File: src/rtl/data_memory_banked.sv
// data_memory_banked: byte-addressed word RAM with byte-lane stores, registered read port and write-first forwarding
// Ports:
//   clk, rst_n             rising-edge clock, asynchronous active-low reset (clears read port only)
//   mem_read, read_addr    load request and byte address
//   mem_write, write_addr  store request and byte address
//   write_data, byte_en    store data and per-byte lane enables
//   read_data, read_valid  registered load result and its one-cycle strobe
//   access_err             registered misaligned/out-of-range flag
// Optional feature: define DMEM_CHECK_EN to enable alignment/range checking;
// without it, low address bits are ignored, addresses wrap and access_err stays 0.
module data_memory_banked #(
    parameter int DATA_WIDTH = 32,
    parameter int DEPTH      = 32,
    parameter int ADDR_WIDTH = 32,
    parameter int INIT_DEMO  = 1
) (
    input  logic                      clk,
    input  logic                      rst_n,
    input  logic                      mem_read,
    input  logic [ADDR_WIDTH-1:0]     read_addr,
    input  logic                      mem_write,
    input  logic [ADDR_WIDTH-1:0]     write_addr,
    input  logic [DATA_WIDTH-1:0]     write_data,
    input  logic [DATA_WIDTH/8-1:0]   byte_en,
    output logic [DATA_WIDTH-1:0]     read_data,
    output logic                      read_valid,
    output logic                      access_err
);
    localparam int NB  = DATA_WIDTH / 8;
    localparam int OFS = $clog2(NB);
    localparam int IDX = $clog2(DEPTH);

    // Contents are set at configuration time and are never touched by reset.
    logic [DATA_WIDTH-1:0] mem [DEPTH] = '{
        1: (INIT_DEMO != 0) ? DATA_WIDTH'(84) : '0,
        2: (INIT_DEMO != 0) ? DATA_WIDTH'(11) : '0,
        default: '0
    };

    logic [IDX-1:0]        rdIdx, wrIdx;
    logic                  rdErr, wrErr;
    logic [DATA_WIDTH-1:0] fwdWord;

    assign rdIdx = read_addr[OFS+IDX-1:OFS];
    assign wrIdx = write_addr[OFS+IDX-1:OFS];

`ifdef DMEM_CHECK_EN
    assign rdErr = ((read_addr & ADDR_WIDTH'(NB - 1)) != '0) || ((read_addr >> (OFS + IDX)) != '0);
    assign wrErr = ((write_addr & ADDR_WIDTH'(NB - 1)) != '0) || ((write_addr >> (OFS + IDX)) != '0);
`else
    logic unusedAddr;
    assign unusedAddr = ^{read_addr, write_addr};
    assign rdErr = 1'b0;
    assign wrErr = 1'b0;
`endif

    always_ff @(posedge clk)
        if (mem_write && !wrErr)
            for (int i = 0; i < NB; i++)
                if (byte_en[i]) mem[wrIdx][8*i +: 8] <= write_data[8*i +: 8];

    // A load hitting the word being stored sees the new lanes this cycle.
    always_comb begin
        fwdWord = mem[rdIdx];
        for (int i = 0; i < NB; i++)
            if (mem_write && !wrErr && wrIdx == rdIdx && byte_en[i]) fwdWord[8*i +: 8] = write_data[8*i +: 8];
    end

    always_ff @(posedge clk or negedge rst_n)
        if (!rst_n) begin
            read_data  <= '0;
            read_valid <= 1'b0;
            access_err <= 1'b0;
        end else begin
            read_valid <= mem_read;
            if (mem_read) read_data <= rdErr ? '0 : fwdWord;
            access_err <= (mem_read && rdErr) || (mem_write && wrErr);
        end
endmodule
File: config.mk
export PLATFORM = sky130hd
export DESIGN_NAME = data_memory_banked
export DESIGN_NICKNAME = d
export VERILOG_FILES = /design/src/rtl/data_memory_banked.sv
export SDC_FILE = /design/constraint.sdc
export NUM_CORES = 1
export LEC_CHECK = 0
export ABC_AREA = 1
export CELL_PAD_IN_SITES_DETAIL_PLACEMENT = 0
export CELL_PAD_IN_SITES_GLOBAL_PLACEMENT = 2
export CORE_UTILIZATION = 44
export CTS_CLUSTER_SIZE = 20
export DETAILED_ROUTE_END_ITERATION = 12
export MAX_ROUTING_LAYER = met4
export PLACE_DENSITY = 0.9
export SYNTH_ARGS = -nofsm -noshare
export SYNTH_HDL_FRONTEND = slang
export SYNTH_SLANG_ARGS = --single-unit
export TNS_END_PERCENT = 50
File: constraint.sdc
create_clock -name clk -period 3.13 [get_ports clk]
set_clock_uncertainty 0.2 [all_clocks]
set_input_delay 0.939 -clock clk [delete_from_list [all_inputs] [get_ports clk]]
set_output_delay 0.939 -clock clk [all_outputs]
set_load 0.01 [all_outputs]
==> impl_metrics.json, run 1 <==
{
  "outcome": "finished clean",
  "cap_violations": 0,
  "num-nets-final": 4711,
  "vdd_drop_max_mv": 0.470,
  "multi_input_area_um2": 11000,
  "ios": 138,
  "cts-buffers-inserted": 110,
  "r2r_slack_ps": 1480,
  "cts-root-buf": "clkbuf_16",
  "critical_path_arrival_ps": 1840,
  "grt_max_degree": 74,
  "setup_violations": 0,
  "cp-endpoint": "read_data[24]",
  "htreeDepth": 3,
  "start_kind": "register",
  "drt_iter0_markers": 2783,
  "wire_per_inst_um": 20.6,
  "die_w_um": 324,
  "worstSetupEndpointType": "primary output",
  "netlist_area_um2": 45500,
  "synth_ff_type": "edfxtp_1",
  "io_buffer_count": 82,
  "period_share": 0.952,
  "syn2layout_area_growth_pct": 17.3,
  "fillers": 9060,
  "crit_slowest_cell": "clkdlybuf4s50_1",
  "finalHoldViolCount": 0,
  "crit_family": "buffers and inverters",
  "crit_path_start": "read_data[24]$_DFFE_PN0P_",
  "synth_top_area_frac": 0.676,
  "placed_area_um2": 49700,
  "via_count": 30900,
  "hold_buffers": 0,
  "ys_types": 23,
  "min_path_type": "input port to asynchronous set/reset pin",
  "dieArea_um2": 105000,
  "start_util": 0.445,
  "synthCells": 4318,
  "insertion_delay_ps": 690,
  "required_ps": 1990,
  "tightest_slew_ps": 773,
  "grt_pass1_vias": 29000,
  "drv_slew": 0,
  "grt_pass1_wl_um": 186000,
  "synth_area_leaders": "edfxtp_1 (68%), nand2_1 (14%), nand3_1 (7.4%)",
  "leakage_uw": 0.0217,
  "preCtsSetupSlack_ps": -257,
  "yosys.area.top_type": "edfxtp_1",
  "vias_per_cell": 5.09,
  "r2r_start": "mem[30][23]$_DFFE_PP_",
  "grtUsageTotal": 0.249,
  "numClockSinks": 1057,
  "cts_resized": 0,
  "cts_tree": "done",
  "post-route-min-period_ps": 2980,
  "ys_warn_count": 0,
  "stdcell_count": 6075,
  "grt-ovfl-total": 0,
  "path_depth": 1,
  "crit_buf_inv": 1,
  "synthArstFlopShare": 0.0312,
  "postRouteAntennaNets": 0,
  "crit_chain": "clkdlybuf4s50_1",
  "rsz0062_at_grt": "no",
  "synth_nets": 4422,
  "synthTopCellsByCount": "nand2_1 (1675), edfxtp_1 (1024), nand3_1 (674)",
  "core_um2": 102000,
  "ys_seq_area_frac": 0.694,
  "post-cts-setup-buffer-count": 0,
  "clkSlewWorstSetupHoldPaths_ps": 60,
  "relSlewSlack": 0.483,
  "max_freq_mhz": 336,
  "worstSetupPathType": "register to primary output",
  "drive_gt1_frac": 0.113,
  "dpl.hpwl_um": 80400,
  "path_max_fanout": 2,
  "syn_avg_cell_area_um2": 10.5,
  "wl_um": 125000,
  "gp_congestion": 0.876,
  "antenna_found_initial": 12,
  "timing.final.ws_setup_ps": 149,
  "die_height_um": 324,
  "clk_path_buf_depth": 3,
  "seq_area_um2": 31600,
  "placedCellCount": 5863,
  "dr.pass1.iters": 6,
  "critPathMaxStageDelay_ps": 610,
  "synth-seq-cells": 1057,
  "yosysMostFrequentCell": "nand2_1",
  "cellPowerDensity_nw_per_um2": 588,
  "rr_worst_depth": 8,
  "synth_edf_count": 1024,
  "r2r_end": "read_data[23]$_DFFE_PN0P_",
  "drc": 0,
  "fin_area_um2": 53400,
  "rows": 117
}
## sequential cells by signal, indices dropped and copies added (netlist names)
register	count
mem	1024
read_data	32
read_valid	1
## where the power goes
group / leakage [µW] / switching (µW) / total (µW) / internal (µW)
sequential: 0.00958 / 90.2 / 15800 / 15700
combinational: 0.0103 / 1540 / 2300 / 756
clock: 0.00180 / 5350 / 13300 / 7970
## worst min-delay path by stage
stage                              start  slack [ps]  cells after the start                        end
4_1_cts                            rst_n          40                      1  read_data[25]$_DFFE_PN0P_
3_5_place_dp   read_data[29]$_DFFE_PN0P_         300                      2  read_data[29]$_DFFE_PN0P_
6_report                           rst_n          80                      1       read_valid$_DFF_PN0_
2_1_floorplan   read_data[0]$_DFFE_PN0P_         350                      2   read_data[0]$_DFFE_PN0P_
3_3_place_gp   read_data[27]$_DFFE_PN0P_         300                      2  read_data[27]$_DFFE_PN0P_
5_1_grt                            rst_n          70                      1  read_data[25]$_DFFE_PN0P_
## layer usage
metal / routed length (µm) / GRT usage
met1: 53900 / 0.335
met2: 60200 / 0.398
met3: 7940 / 0.0343
met4: 3240 / 0.0674
met5: 0 / -
## kinds of logic (layout without fill, tap and decap cells)
group / count (synthesis) / count (layout) / share of synthesized area
DFF: 1057 / 1057 / 0.694
buffers and inverters: 607 / 994 / 0.0639
and+or+nand+nor: 2585 / 2585 / 0.232
AOI/OAI and AO/OA: 64 / 64 / 0.00951
other: 1 / 3 / 0.0000824
xor gates and xnor gates: 4 / 4 / 0.000770
## stage by stage
step            util  setup TNS (ps)  hold WS, ps  power, µW
2_1_floorplan      -               0          352      17200
3_3_place_gp   0.486          -47950          297      18300
3_5_place_dp   0.486          -45600          302      18300
4_1_cts        0.523               0         41.4      31600
5_1_grt        0.523               0         73.3      32300
6_report       0.523               0         76.8      31400
## cell usage in the layout (no fill, tap or decap)
cell / synthesis / layout
a21oi_1: 2 / 2
a21oi_2: 30 / 30
buf_12: 0 / 50
buf_2: 87 / 4
buf_4: 25 / 286
buf_8: 2 / 1
bufinv_16: 0 / 12
clkbuf_1: 47 / 40
clkbuf_16: 0 / 115
clkbuf_8: 0 / 12
clkdlybuf4s50_1: 0 / 75
clkinv_1: 4 / 20
clkinv_2: 0 / 11
clkinv_8: 0 / 3
clkinvlp_4: 0 / 2
conb_1: 1 / 1
dfrtp_1: 33 / 33
diode_2: 0 / 2
edfxtp_1: 1024 / 1024
inv_1: 360 / 359
inv_16: 0 / 1
inv_2: 1 / 1
inv_4: 1 / 1
inv_6: 1 / 1
nand2_1: 1675 / 1675
nand3_1: 674 / 674
nor2_1: 227 / 227
nor2_4: 1 / 1
nor3_1: 8 / 8
o21ai_0: 32 / 32
xnor2_1: 4 / 4
## final cells by class
type,count,area share
inverter,367,0.0264
clock buffer,166,0.0595
clock inverter,44,0.00996
sequential,1057,0.591
timing repair buffer,417,0.0739
tap,1368,0.0321
antenna,2,0.0000937
multi-input combinational,2654,0.207
Note: power is estimated with default switching activity, not from simulation.
==> run 2: changes to the inputs <==
Settings changed: SETUP_SLACK_MARGIN set to 0.1.
==> run 2 against run 1 <==
Wire length hardly changed. Non-clock buffer count stayed put. Power hardly changed. Register-to-register slack hardly changed. Worst hold slack worse by 2.2 ps. Flip-flop and latch count stayed put. First-iteration DRC count is 1.8% higher. Core utilization hardly changed. Clock power hardly changed. Critical path depth stayed put. Final cell count hardly changed. Design area hardly changed.
==> impl_metrics.json, run 2 (synthesis gave the netlist of run 1 again) <==
{
  "leakage_uw": 0.0217,
  "max_freq_mhz": 336,
  "numClockSinks": 1057,
  "path_max_fanout": 2,
  "setup_violations": 0,
  "power_uw": 31400,
  "intPower_uw": 24400,
  "drive_gt1_frac": 0.113,
  "clkSlewWorstSetupHoldPaths_ps": 60,
  "vdd_drop_max_mv": 0.471,
  "dieArea_um2": 105000,
  "critical_path_arrival_ps": 1840,
  "core_um2": 102000,
  "gp_congestion": 0.876,
  "drt_iter0_markers": 2832,
  "required_ps": 1990,
  "grt_max_degree": 74,
  "finalHoldViolCount": 0,
  "cts-buffers-inserted": 110,
  "htreeDepth": 3,
  "grt-ovfl-total": 0,
  "layout.cells.most_common": "nand2_1",
  "min_path_type": "input port to asynchronous set/reset pin",
  "crit_buf_inv": 1,
  "die_height_um": 324,
  "wire_per_inst_um": 20.6,
  "final_cell_mix": "nand2_1 (1675), edfxtp_1 (1024), nand3_1 (674), inv_1 (359), buf_4 (286)",
  "p_sw_uw": 6980,
  "die_w_um": 324,
  "via_count": 30900,
  "rows": 117,
  "top_regs": "mem (1024), read_data (32), read_valid (1)",
  "preCtsSetupSlack_ps": -257,
  "largest_register": "mem",
  "dpl.hpwl_um": 80400,
  "pwr-share-comb": 0.073,
  "grtUsageTotal": 0.249,
  "relSlewSlack": 0.473,
  "postRouteAntennaNets": 0,
  "drc": 0,
  "crit_family": "buffers and inverters",
  "cts_tree": "done",
  "syn2layout_area_growth_pct": 17.3,
  "crit_chain": "clkdlybuf4s50_1",
  "hold-worst-slack_ps": 74.6,
  "worstSetupEndpointType": "primary output",
  "rsz0062_at_grt": "yes",
  "cap_violations": 0,
  "p_sw_frac": 0.223,
  "ios": 138,
  "clk_path_buf_depth": 3,
  "largest_reg_flops": 1024,
  "p_clk_frac": 0.425,
  "vias_per_cell": 5.09,
  "wl_um": 125000,
  "grt_pass1_vias": 29000,
  "outcome": "finished clean",
  "antenna_found_initial": 12,
  "cellPowerDensity_nw_per_um2": 588,
  "grt_pass1_wl_um": 186000,
  "crit_path_start": "read_data[12]$_DFFE_PN0P_",
  "start_util": 0.445,
  "io_buffer_count": 82,
  "r2r_start": "mem[30][23]$_DFFE_PP_",
  "worstSetupPathType": "register to primary output",
  "hold_buffers": 0,
  "post-route-min-period_ps": 2980,
  "timing.final.ws_setup_ps": 154,
  "crit_slowest_cell": "clkdlybuf4s50_1",
  "power_frac_seq": 0.502,
  "num-nets-final": 4711,
  "cts-root-buf": "clkbuf_16",
  "tightest_slew_ps": 788,
  "dr.pass1.iters": 5,
  "insertion_delay_ps": 690,
  "period_share": 0.951,
  "start_kind": "register",
  "drv_slew": 0,
  "critPathMaxStageDelay_ps": 610
}
## run 2: through the flow
stage	util	cell area, µm²	std cells	setup TNS [ps]
after floorplan	-	45500	4318	0
after global placement	0.486	49700	5863	-47950
after detailed placement	0.486	49700	5863	-45600
after CTS	0.523	53400	6073	0
after global routing	0.523	53400	6075	0
final	0.523	53400	6076	0
## run 2: area by class of cell
cell class | count | area [µm²]
Timing Repair Buffer | 417 | 3950
Inverter | 367 | 1410
Tap cell | 1368 | 1710
Fill cell | 9059 | 48800
Multi-Input combinational cell | 2654 | 11000
Antenna cell | 3 | 7.51
Clock buffer | 166 | 3180
Sequential cell | 1057 | 31600
Clock inverter | 44 | 532
## run 2: metal layers
metal | GRT usage | vias to the layer above | wire length, µm
li1 | - | 14900 | -
met1 | 0.335 | 14900 | 54300
met2 | 0.398 | 899 | 60100
met3 | 0.0343 | 228 | 7600
met4 | 0.0674 | 0 | 3260
met5 | - | - | 0
## run 2: worst paths after layout
kind                                             endpoint  slack (ps)  cells past startpoint
worst min-delay path                 read_valid$_DFF_PN0_          70                      1
worst min register to register  read_data[29]$_DFFE_PN0P_         310                      2
max in group asynchronous       read_data[20]$_DFFE_PN0P_        2050                      2
worst max-delay path                        read_data[12]         150                      1
worst max register to register  read_data[23]$_DFFE_PN0P_        1480                      8
min in group clk                read_data[29]$_DFFE_PN0P_         310                      2
## run 2: what timing repair did
item | in CTS | in global routing
setup endpoints to repair | 0 | 2
resized for setup | 0 | 1
setup buffers | 0 | 0
hold endpoints to repair | 0 | 0
## run 2: power by group through the flow
stage          registers, µW  logic [µW]  clock network [µW]
2_1_floorplan          16000        1170                   0
3_3_place_gp           16000        2280                   0
3_5_place_dp           16000        2300                   0
4_1_cts                15800        2310               13500
5_1_grt                15800        2500               14100
6_report               15800        2300               13300
